**src/rtl/fix_signdiv.sv**
```systemverilog
// Sequential signed fixed-point divider: 2W-bit dividend / W-bit divisor -> W-bit quotient and remainder.
// Define FIX_SIGNDIV_SAT_EN to saturate the quotient on error; otherwise an errored quotient reads 0.
module fix_signdiv #(
   parameter int INPUT_WIDTH  = 16,
   parameter int OUTPUT_WIDTH = 2*INPUT_WIDTH
) (
   input  logic                    clk,
   input  logic                    rst_n,
   input  logic                    start,
   input  logic [OUTPUT_WIDTH-1:0] dividend,
   input  logic [INPUT_WIDTH-1:0]  divisor,
   output logic                    busy,
   output logic                    done,
   output logic [INPUT_WIDTH-1:0]  quotient,
   output logic [INPUT_WIDTH-1:0]  remainder,
   output logic                    div_by_zero,
   output logic                    overflow
);

   localparam int W  = INPUT_WIDTH;
   localparam int CW = $clog2(INPUT_WIDTH);
   localparam logic [W-1:0] MAXPOS = {1'b0, {(W-1){1'b1}}};
   localparam logic [W-1:0] MINNEG = {1'b1, {(W-1){1'b0}}};

   typedef enum logic [1:0] {IDLE, PREP, DIV, FIX} state_t;

   state_t state, state_nxt;

   logic [OUTPUT_WIDTH-1:0] dvd_q;
   logic [W-1:0]            dvs_q;
   logic [W-1:0]            rem;
   logic [W-1:0]            low;
   logic [W-1:0]            dvs_abs_q;
   logic [W-1:0]            qm;
   logic [CW-1:0]           cnt;
   logic                    neg_q;
   logic                    dvd_neg_q;
   logic                    dbz_q;
   logic                    ovf_q;

   logic [OUTPUT_WIDTH-1:0] dvd_abs;
   logic [W-1:0]            dvd_hi;
   logic [W-1:0]            dvd_lo;
   logic [W-1:0]            dvs_abs;
   logic                    prep_dbz;
   logic                    prep_ovf;
   logic [W:0]              rem_sh;
   logic [W-1:0]            rem_sub;
   logic                    fits;

   logic                    late_ovf;
   logic                    ovf_res;
   logic [W-1:0]            q_res;
   logic [W-1:0]            r_res;

   // Magnitudes are unsigned so the most negative operands need no special case.
   assign dvd_abs  = dvd_q[OUTPUT_WIDTH-1] ? -dvd_q : dvd_q;
   assign dvd_hi   = dvd_abs[OUTPUT_WIDTH-1:W];
   assign dvd_lo   = dvd_abs[W-1:0];
   assign dvs_abs  = dvs_q[W-1] ? -dvs_q : dvs_q;
   assign prep_dbz = (dvs_q == '0);
   assign prep_ovf = !prep_dbz && (dvd_hi >= dvs_abs);

   // One restoring step; the difference fits in W bits whenever the trial subtraction succeeds.
   assign rem_sh  = {rem, low[W-1]};
   assign fits    = (rem_sh >= {1'b0, dvs_abs_q});
   assign rem_sub = rem_sh[W-1:0] - dvs_abs_q;

   always_ff @(posedge clk or negedge rst_n) begin
      if (!rst_n) state <= IDLE;
      else        state <= state_nxt;
   end

   always_comb begin
      state_nxt = state;
      case (state)
         IDLE:    if (start) state_nxt = PREP;
         PREP:    state_nxt = (prep_dbz || prep_ovf) ? FIX : DIV;
         DIV:     if (cnt == CW'(W-1)) state_nxt = FIX;
         FIX:     state_nxt = IDLE;
         default: state_nxt = IDLE;
      endcase
   end

   // Sign fix-up and error selection, consumed only in the FIX cycle.
   always_comb begin
      late_ovf = neg_q ? (qm > MINNEG) : (qm > MAXPOS);
      ovf_res  = !dbz_q && (ovf_q || late_ovf);
      q_res    = neg_q ? -qm : qm;
      r_res    = dvd_neg_q ? -rem : rem;
      if (dbz_q || ovf_res) begin
         r_res = '0;
`ifdef FIX_SIGNDIV_SAT_EN
         q_res = (dbz_q ? dvd_neg_q : neg_q) ? MINNEG : MAXPOS;
`else
         q_res = '0;
`endif
      end
   end

   always_ff @(posedge clk or negedge rst_n) begin
      if (!rst_n) begin
         dvd_q       <= '0;
         dvs_q       <= '0;
         rem         <= '0;
         low         <= '0;
         dvs_abs_q   <= '0;
         qm          <= '0;
         cnt         <= '0;
         neg_q       <= 1'b0;
         dvd_neg_q   <= 1'b0;
         dbz_q       <= 1'b0;
         ovf_q       <= 1'b0;
         quotient    <= '0;
         remainder   <= '0;
         div_by_zero <= 1'b0;
         overflow    <= 1'b0;
         busy        <= 1'b0;
         done        <= 1'b0;
      end else begin
         busy <= (state_nxt != IDLE);
         done <= (state == FIX);
         case (state)
            IDLE: begin
               if (start) begin
                  dvd_q <= dividend;
                  dvs_q <= divisor;
               end
            end
            PREP: begin
               neg_q     <= dvd_q[OUTPUT_WIDTH-1] ^ dvs_q[W-1];
               dvd_neg_q <= dvd_q[OUTPUT_WIDTH-1];
               dbz_q     <= prep_dbz;
               ovf_q     <= prep_ovf;
               rem       <= dvd_hi;
               low       <= dvd_lo;
               dvs_abs_q <= dvs_abs;
               qm        <= '0;
               cnt       <= '0;
            end
            DIV: begin
               rem <= fits ? rem_sub : rem_sh[W-1:0];
               low <= {low[W-2:0], 1'b0};
               qm  <= {qm[W-2:0], fits};
               cnt <= cnt + CW'(1);
            end
            FIX: begin
               quotient    <= q_res;
               remainder   <= r_res;
               div_by_zero <= dbz_q;
               overflow    <= ovf_res;
            end
            default: ;
         endcase
      end
   end

endmodule

```
**config.mk**
```make
export PLATFORM = sky130hd
export DESIGN_NAME = fix_signdiv
export DESIGN_NICKNAME = d
export VERILOG_FILES = /design/src/rtl/fix_signdiv.sv
export SDC_FILE = /design/constraint.sdc
export NUM_CORES = 1
export LEC_CHECK = 0
export CORE_ASPECT_RATIO = 0.6
export CORE_UTILIZATION = 45
export DETAILED_ROUTE_END_ITERATION = 10
export PLACE_DENSITY = 0.65
export SETUP_SLACK_MARGIN = 0.5
export SYNTH_ARGS = -nofsm -noshare
export SYNTH_HDL_FRONTEND = slang
export SYNTH_SLANG_ARGS = --single-unit
```
**constraint.sdc**
```tcl
create_clock -name clk -period 4.4 [get_ports clk]
set_input_delay 0.66 -clock clk [delete_from_list [all_inputs] [get_ports clk]]
set_output_delay 0.66 -clock clk [all_outputs]
set_load 0.02 [all_outputs]
```
# Word level (Yosys, flattened, before mapping)
# Cells that the tools add are included.
# word_totals
ff_bits	158
output_inout_bits	36
# classes
n_addsub	6
order_cmp	4
eq_ne	4
n_mux	16
bitwise_logic	1
n_reduce_logical	12
# op_table
op	n
2-to-1 mux 16 bit	6
one-hot mux 16 bit (2 select lines)	3
negator 16 bit	3
2-to-1 mux 32 bit	1
negator 32 bit	1
greater-or-equal comparator 17 x 16 -> 1 bit	1
greater-or-equal comparator 16 bit	1
> comparator 16 x 15 -> 1 bit (second input constant)	1
> comparator 16 bit (second input constant)	1
logical NOT 16 bit	1
subtractor 16 bit	1
one-hot mux 2 bit (4 select lines)	1
one-hot mux 4 bit (2 select lines)	1
adder 4 x 1 -> 4 bit (second input constant)	1
equality test 2 bit (second input constant)	2
equality test 4 bit (second input constant)	1
2-to-1 mux 2 bit	2
nonzero test 2 bit	2
logical OR 1 bit	3
equality test 2 x 1 -> 1 bit (second input constant)	1
logical AND 1 bit	2
logical NOT 1 bit	2
logical NOT 2 bit	1
2-to-1 mux 1 bit	2
2 further kinds	2

# Depth between registers and ports, before layout
# Gate-level depths: netlist of the first run.
# logic_depth
depth_word	8
ltp_mapped	15
depth_no_buf	15

# Least setup slack after synthesis of the first run
# OpenSTA, ideal clock, no wires.
# synth_path
path_kind	reg2reg
from	register dvd_q[9]
to	register ovf_q
setup_time_ps	137
arrival_ps	3265
t_required_ps	4263
setup_slack_ps	999
stages_incl_launch_ff	15
path_buffers	0
synth_period_minus_slack_ps	3401
path_cell_list	dfrtp_1 or4_4 nor4b_4 nand3_1 nor3_1 nand2b_1 xnor2_1 ha_1 a21oi_1 o21bai_1 or4_1 a21oi_1 o31ai_1 nand3b_1 o21ai_0
# synth_via
elab_chain_cells	4
# synth_rtl
element	line_no	text
start: declaration	29	logic [OUTPUT_WIDTH-1:0] dvd_q;
start signal: assignment	126	dvd_q <= dividend;
negator 32 bit	57	assign dvd_abs = dvd_q[OUTPUT_WIDTH-1] ? -dvd_q : dvd_q;
2-to-1 mux 32 bit	57	
greater-or-equal comparator 16 bit	62	assign prep_ovf = !prep_dbz && (dvd_hi >= dvs_abs);
logical AND 1 bit	62	
end signal: assignment	134	ovf_q <= prep_ovf;
end: declaration	39	logic ovf_q;
# Every way passes these cells.
# A chain may end at the register's enable or synchronous reset.

# Final worst setup path of the first run
# Same ends and word-level chain as after synthesis.

==> results of run 1 <==
power by group through the flow:
stage | Sequential [mW] | Combinational (mW) | Clock [mW]
after detailed placement | 2.85 | 5.41 | 0
after global routing | 2.95 | 6.09 | 1.50
final | 2.85 | 5.49 | 1.40
after global placement | 2.81 | 5.38 | 0
after floorplan | 2.64 | 4.02 | 0
after CTS | 2.83 | 5.46 | 1.44
per-stage QoR:
step | setup slack [ns] | hold slack, ns | util
6_report | 0.728 | 0.265 | 0.546
5_1_grt | 0.529 | 0.325 | 0.546
4_1_cts | 0.542 | 0.314 | 0.544
3_5_place_dp | 0.571 | 0.469 | 0.516
3_3_place_gp | 0.638 | 0.463 | 0.516
2_1_floorplan | 0.999 | 0.364 | -
layer usage:
metal / wire [µm] / global-route usage
met5: 0 / 0
met4: 184 / 0.0508
met3: 1760 / 0.0639
met2: 8430 / 0.286
met1: 12900 / 0.384
cells in the mapped netlist, types with 23 or more instances:
master,count
dfrtp_1,158
clkbuf_1,41
nand2_1,82
nand3_1,32
o22ai_1,33
a21oi_1,40
xnor2_1,42
mux2_2,67
o21ai_0,64
ha_1,42
inv_1,85
xor2_1,40
nor2_1,42
o31ai_1,23
placed cells by master, fill, tap and decap left out, types with 4 or more instances in the layout:
cell type	Yosys	layout
clkinv_2	0	4
or3_1	12	12
a211oi_1	7	7
ha_1	42	41
o21ai_0	64	64
xnor2_1	42	42
a31oi_1	5	5
mux2_2	67	67
nor2_1	42	42
nand2_1	82	81
clkdlybuf4s50_1	0	85
dfrtp_1	158	158
o31ai_1	23	23
clkbuf_16	0	17
xor2_1	40	40
nand2b_1	13	13
nor3_1	13	11
nand3_1	32	31
inv_1	85	85
buf_4	0	11
or4_1	8	8
o22ai_1	33	33
a221o_1	7	7
nand3b_1	5	5
a21oi_1	40	40
nor2b_1	7	7
nand4_1	6	6
o41ai_1	7	7
a222oi_1	5	5
mux2i_1	10	10
a21o_1	8	8
state kept, by name (all words and copies together), names as in the netlist, 4 cells and up:
register and count:
cnt 4, dvs_q 16, dvd_q 32, qm 16, dvs_abs_q 16, rem 16, quotient 16, low 16
remainder 16
final cells by class:
class,instances,area [µm²]
fillers,1829,9110
multi-input cells,669,4820
clock buffers,22,464
clock inverters,10,90.1
repair buffers,98,965
well taps,273,342
flip-flops and latches,158,3950
inverters,85,319
cells by family (layout without fill, tap and decap cells):
group / count (synthesis) / after routing / share of synthesized area
xor+xnor: 82 / 82 / 0.0778
fa+ha+maj: 43 / 43 / 0.0591
compound gates: 227 / 227 / 0.158
mux: 77 / 77 / 0.0926
simple gates: 240 / 240 / 0.130
flops: 158 / 158 / 0.428
buf+inv: 131 / 215 / 0.0534
final timing paths:
kind | startpoint | endpoint
setup / recovery | dvd_q[9]$_DFFE_PN0P_ | ovf_q$_DFFE_PN0P_
hold / removal | rst_n | remainder[2]$_DFFE_PN0P_
setup reg to reg | dvd_q[9]$_DFFE_PN0P_ | ovf_q$_DFFE_PN0P_
hold reg to reg | low[0]$_DFFE_PN0P_ | low[0]$_DFFE_PN0P_
max in group asynchronous | rst_n | quotient[9]$_DFFE_PN0P_
min in group clk | low[0]$_DFFE_PN0P_ | low[0]$_DFFE_PN0P_
worst max-delay path: stages (launching register included):
cell	delay, ns
dfrtp_1	0.43
or4_4	0.58
nor4b_4	0.27
buf_4	0.19
nand3_4	0.11
nor3_2	0.19
nand2b_1	0.15
xnor2_1	0.07
ha_1	0.32
a21oi_1	0.16
o21bai_1	0.10
or4_1	0.48
a21oi_1	0.24
o31ai_1	0.10
nand3b_1	0.08
o21ai_0	0.08
timing repair:
item | 4_1_cts | 5_1_grt
resized for setup | 0 | 6
endpoints found under the hold margin | 0 | 0
endpoints found under the setup margin | 0 | 3
setup buffers | 0 | 1
==> out/metrics.cfg, run 1 <==
[clock_network]
cts_root_buffer=clkbuf_16
cts_buffers=17
cts_max_path_buffers=2
cts_hold_buf=0
cts.sinks=158
ctsHtreeMaxLevel=4
clock_latency_ns=0.43
cts_tree=done
clk_pin_slew_worst_paths_ns=0.06

[finish]
diodes=0
drive_gt1_frac=0.123
fin_area_mm2=0.0110
stdcell_count=1315
layout-area-overhead-vs-synth_pct=18.7
final_nets=1123

[status]
outcome=complete, no violations

[global_route]
globalRouteOverflowTotal=0
grt_pass1_wl_um=37700
grt_antenna_before_repair=0
grt_pass1_vias=6653
grt_start_max_net_pins=87
grt_usage=0.232

[die]
core_area_mm2=0.0201
start_util=0.460
rows=40
fp.dieArea_mm2=0.0211
die_w_um=187
io-pin-count=87
die_h_um=113

[power_and_ir_drop]
swShare=0.456
switchingPower_mw=4.44
p_comb_frac=0.564
ir_drop_mv=0.360
power.total_mw=9.74
seqPwrFrac=0.293
internal-power_mw=5.30
leakagePower_nw=4.68
p_per_area_mw_per_mm2=889
p_clk_frac=0.143

[synthesis]
synth_cells=958
synthFlopType=dfrtp_1
synth.distinct_cells=61
synth_top_area_frac=0.428
synth_area_leaders=dfrtp_1 43%, mux2_2 8.2%, ha_1 5.7%
async_flop_share=1.00
synth_area_per_cell_um2=9.63
synth_area_mm2=0.00923
ys_seq_elements=158
ys.warnings.count=0
synth_edf_count=0
yosys.area.top_type=dfrtp_1
ys_seq_area_frac=0.428
synth_nets=1052

[worst_setup_path]
critPathLaunchType=flop
worstPathMaxFanout=7
critical_path_arrival_ns=3.96
r2r_cells=15
required_ns=4.69
r2r_slack_ns=0.73
end_kind=flop
critPathKind=reg -> reg

[sta]
rsz0062_at_grt=no
maxSlewViolCount=0
worst_slew_pin_slew_ns=1.15
period_minus_slack_ns=3.67
timing.fmax_mhz=272
fin_tns_setup_ns=0
hold_violations=0
fin_crit_sh=0.835
setup_viol=0
max_slew_margin=0.230
fin_skew_ns=0.0198

[place]
dp_cells=1282
place_area_mm2=0.0104
gp_congestion=0.949
hpwlAfterDp_um=17300
portBuffers=86

[route]
drc_errors=0
drtPass1Iterations=5
via_per_inst=5.51
drtIter0Drc=566
wl_um=23300
ant_nets=0
vias=7247
wl_per_cell_um=17.7

[hold_path]
min_path_type=in -> async

[job]
maxCapViolCount=0

(Power assumes the default switching activity.)
==> inputs of run 2 (changes only) <==
- PLACE_DENSITY: 0.65 -> 0.68
- clock period: 4.4 -> 3.21 ns (I/O delays scaled with it)
==> run 2 against run 1 <==
Compared with the run above:
- core utilization up 6.4 points
- cell area up 12%
- via count up 8.8%
- critical path depth up 8
- die area unchanged
- clock skew down 0.0054 ns
- first-iteration DRC count up 17%
- sequential power up 25%
- count of clock-buffer cells in the layout up 1
- the flow now finishes with violations (negative setup slack)
- power up 55%
==> out/metrics.cfg, run 2 (synthesis gave the netlist of run 1 again) <==
[power_and_ir_drop]
swShare=0.442  ; was 0.456
p_clk_frac=0.137  ; was 0.143
switchingPower_mw=6.69  ; was 4.44 mW
p_comb_frac=0.628  ; was 0.564
p_per_area_mw_per_mm2=1240  ; was 889 mW/mm²
ir_drop_mv=0.595  ; was 0.360 mV
seqPwrFrac=0.234  ; was 0.293
internal-power_mw=8.44  ; was 5.30 mW
leakagePower_nw=5.36  ; was 4.68 nW

[place]
hpwlAfterDp_um=18800  ; was 17300 µm
portBuffers=86  ; unchanged
gp_congestion=0.919  ; was 0.949

[die]
core_area_mm2=0.0201  ; unchanged
fp.dieArea_mm2=0.0211  ; unchanged
io-pin-count=87  ; unchanged
die_h_um=113  ; unchanged
start_util=0.460  ; unchanged
die_w_um=187  ; unchanged
rows=40  ; unchanged

[clock_network]
clk_pin_slew_worst_paths_ns=0.07  ; was 0.06 ns
cts_hold_buf=0  ; unchanged
ctsHtreeMaxLevel=4  ; unchanged
cts_root_buffer=clkbuf_16  ; unchanged
cts_tree=done  ; unchanged
cts_max_path_buffers=2  ; unchanged
cts.sinks=158  ; unchanged
cts_buffers=17  ; unchanged
clock_latency_ns=0.44  ; was 0.43 ns

[finish]
mostFrequentLayoutCells=158 x dfrtp_1, 112 x buf_4, 85 x clkdlybuf4s50_1  ; was 158 x dfrtp_1, 85 x inv_1, 85 x clkdlybuf4s50_1
final_nets=1240  ; was 1123
seqCellArea_mm2=0.00395  ; unchanged
drive_gt1_frac=0.246  ; was 0.123
layout-area-overhead-vs-synth_pct=32.6  ; was 18.7%
diodes=0  ; unchanged
final_common_cell=dfrtp_1  ; unchanged
multi_input_area_mm2=0.00511  ; was 0.00482 mm²
regMostFlops=dvd_q  ; unchanged
largest_reg_flops=32  ; unchanged
fillers=1706  ; was 1829

[route]
vias=7886  ; was 7247
ant_nets=0  ; unchanged
via_per_inst=5.51  ; about the same
drtIter0Drc=661  ; was 566
drtPass1Iterations=5  ; unchanged
wl_um=25900  ; was 23300 µm
wl_per_cell_um=18.1  ; was 17.7 µm
drc_errors=0  ; unchanged

[sta]
hold_violations=0  ; unchanged
worst_slew_pin_slew_ns=0.706  ; was 1.15 ns
maxSlewViolCount=0  ; unchanged
max_slew_margin=0.529  ; was 0.230
fin_skew_ns=0.0145  ; was 0.0198 ns
fin_tns_setup_ns=-0.718  ; was 0 ns
fin_crit_sh=1.06  ; was 0.835
setup_viol=4  ; was 0
hold_slack_ns=0.0579  ; was 0.265 ns
setup_ws_ns=-0.201  ; was 0.728 ns
period_minus_slack_ns=3.41  ; was 3.67 ns
rsz0062_at_grt=yes  ; was no
timing.fmax_mhz=293  ; was 272 MHz

[global_route]
grt_pass1_wl_um=40900  ; was 37700 µm
grt_antenna_before_repair=0  ; unchanged
grt_start_max_net_pins=69  ; was 87
grt_usage=0.251  ; was 0.232
grt_pass1_vias=7363  ; was 6653
globalRouteOverflowTotal=0  ; unchanged

[worst_setup_path]
critPathLaunchType=flop  ; unchanged
worstPathMaxFanout=3  ; was 7
crit_path_cell_trace=or4_4 > nor4_4 > buf_4 > nand3_4 > nor3_4 > buf_4 > buf_6 > buf_6 > buf_6 > buf_6 > buf_6 > buf_6 > buf_6 > buf_6 > buf_6 > buf_6 > buf_6 > buf_6 > buf_6 > buf_6 > nor4b_2 > a31oi_1 > nand3_1  ; was or4_4 > nor4b_4 > buf_4 > nand3_4 > nor3_2 > nand2b_1 > xnor2_1 > ha_1 > a21oi_1 > o21bai_1 > or4_1 > a21oi_1 > o31ai_1 > nand3b_1 > o21ai_0
end_kind=flop  ; unchanged
critical_path_arrival_ns=3.70  ; was 3.96 ns
critPathKind=reg -> reg  ; unchanged
critPathSlowestCell=or4_4  ; unchanged
path_buf_inv=16  ; was 1
cp_common_cell=buf_6  ; was a21oi_1
cp_slowest_stage_delay_ns=0.57  ; was 0.58 ns
critPathTopFamily=buffers and inverters  ; was simple AND/OR/NAND/NOR gates
required_ns=3.50  ; was 4.69 ns

[hold_path]
min_path_type=in -> async  ; unchanged

[job]
maxCapViolCount=0  ; unchanged

[status]
violations=negative setup slack
outcome=finished, violations left  ; was complete, no violations

==> run 2: cell types whose count changed in the layout (fill, tap and decap cells not counted), sizes merged <==
cell | previous run | this run
buf | 13 | 130
clkinv | 6 | 3
bufinv | 1 | 2
clkbuf | 22 | 23
clkinvlp | 3 | 4
==> run 2: layer usage <==
metal / wire (µm) / part of all wire / global-route usage / up-vias
met5: 0 / 0 / 0 / -
met4: 212 / 0.0082 / 0.0503 / 0
met3: 2250 / 0.087 / 0.0704 / 22
met2: 10100 / 0.39 / 0.329 / 321
met1: 13400 / 0.51 / 0.402 / 3758
li1: - / - / - / 3785
==> run 2: worst paths after layout <==
path	depth (start not counted)	endpoint	slack (ns)	startpoint
hold reg to reg	2	low[0]$_DFFE_PN0P_	0.49	low[0]$_DFFE_PN0P_
max in group asynchronous	2	remainder[13]$_DFFE_PN0P_	2.36	rst_n
setup / recovery	23	rem[9]$_DFFE_PN0P_	-0.20	dvd_q[5]$_DFFE_PN0P_
min in group clk	2	low[0]$_DFFE_PN0P_	0.49	low[0]$_DFFE_PN0P_
hold / removal	1	remainder[0]$_DFFE_PN0P_	0.06	rst_n
setup reg to reg	23	rem[9]$_DFFE_PN0P_	-0.20	dvd_q[5]$_DFFE_PN0P_
==> run 2: what timing repair did <==
item / CTS / global route
gates resized for setup: 31 / 44
buffers inserted: 17 / 7
pin swaps: 10 / 17
endpoints found under the setup margin: 20 / 20
==> run 2: layout make-up <==
class / count / share of cell area
clock inverters: 9 / 0.00890
clock buffers: 23 / 0.0399
inverters: 85 / 0.0261
repair buffers: 215 / 0.156
multi-input cells: 669 / 0.418
well taps: 273 / 0.0279
flip-flops and latches: 158 / 0.323
==> run 2: power groups by stage <==
stage / combinational (mW) / clock (mW) / sequential [mW]
floorplan: 5.53 / 0 / 3.62
global placement: 8.59 / 0 / 3.49
detailed placement: 8.68 / 0 / 3.53
CTS: 8.88 / 2.11 / 3.51
global route: 10.3 / 2.19 / 3.65
finish: 9.51 / 2.08 / 3.55
==> run 2: through the flow <==
step	power, mW	worst slack (ns)	utilization	std cells	cell area [µm²]
detailed placement	12.2	-0.204	0.553	1376	11100
global route	16.2	-0.347	0.610	1432	12200
floorplan	9.15	-0.0692	-	958	9240
CTS	14.5	-0.162	0.595	1425	11900
global placement	12.1	-0.123	0.553	1376	11100
finish	15.1	-0.201	0.610	1432	12200
==> run 2: worst reg2reg max path, stage by stage (launching register included) <==
cell	delay, ns
dfrtp_1	0.38
or4_4	0.57
nor4_4	0.22
buf_4	0.16
nand3_4	0.10
nor3_4	0.16
buf_4	0.14
buf_6	0.09
buf_6	0.09
buf_6	0.08
buf_6	0.08
buf_6	0.08
buf_6	0.08
buf_6	0.08
buf_6	0.08
buf_6	0.08
buf_6	0.08
buf_6	0.08
buf_6	0.08
buf_6	0.08
buf_6	0.09
nor4b_2	0.04
a31oi_1	0.18
nand3_1	0.16
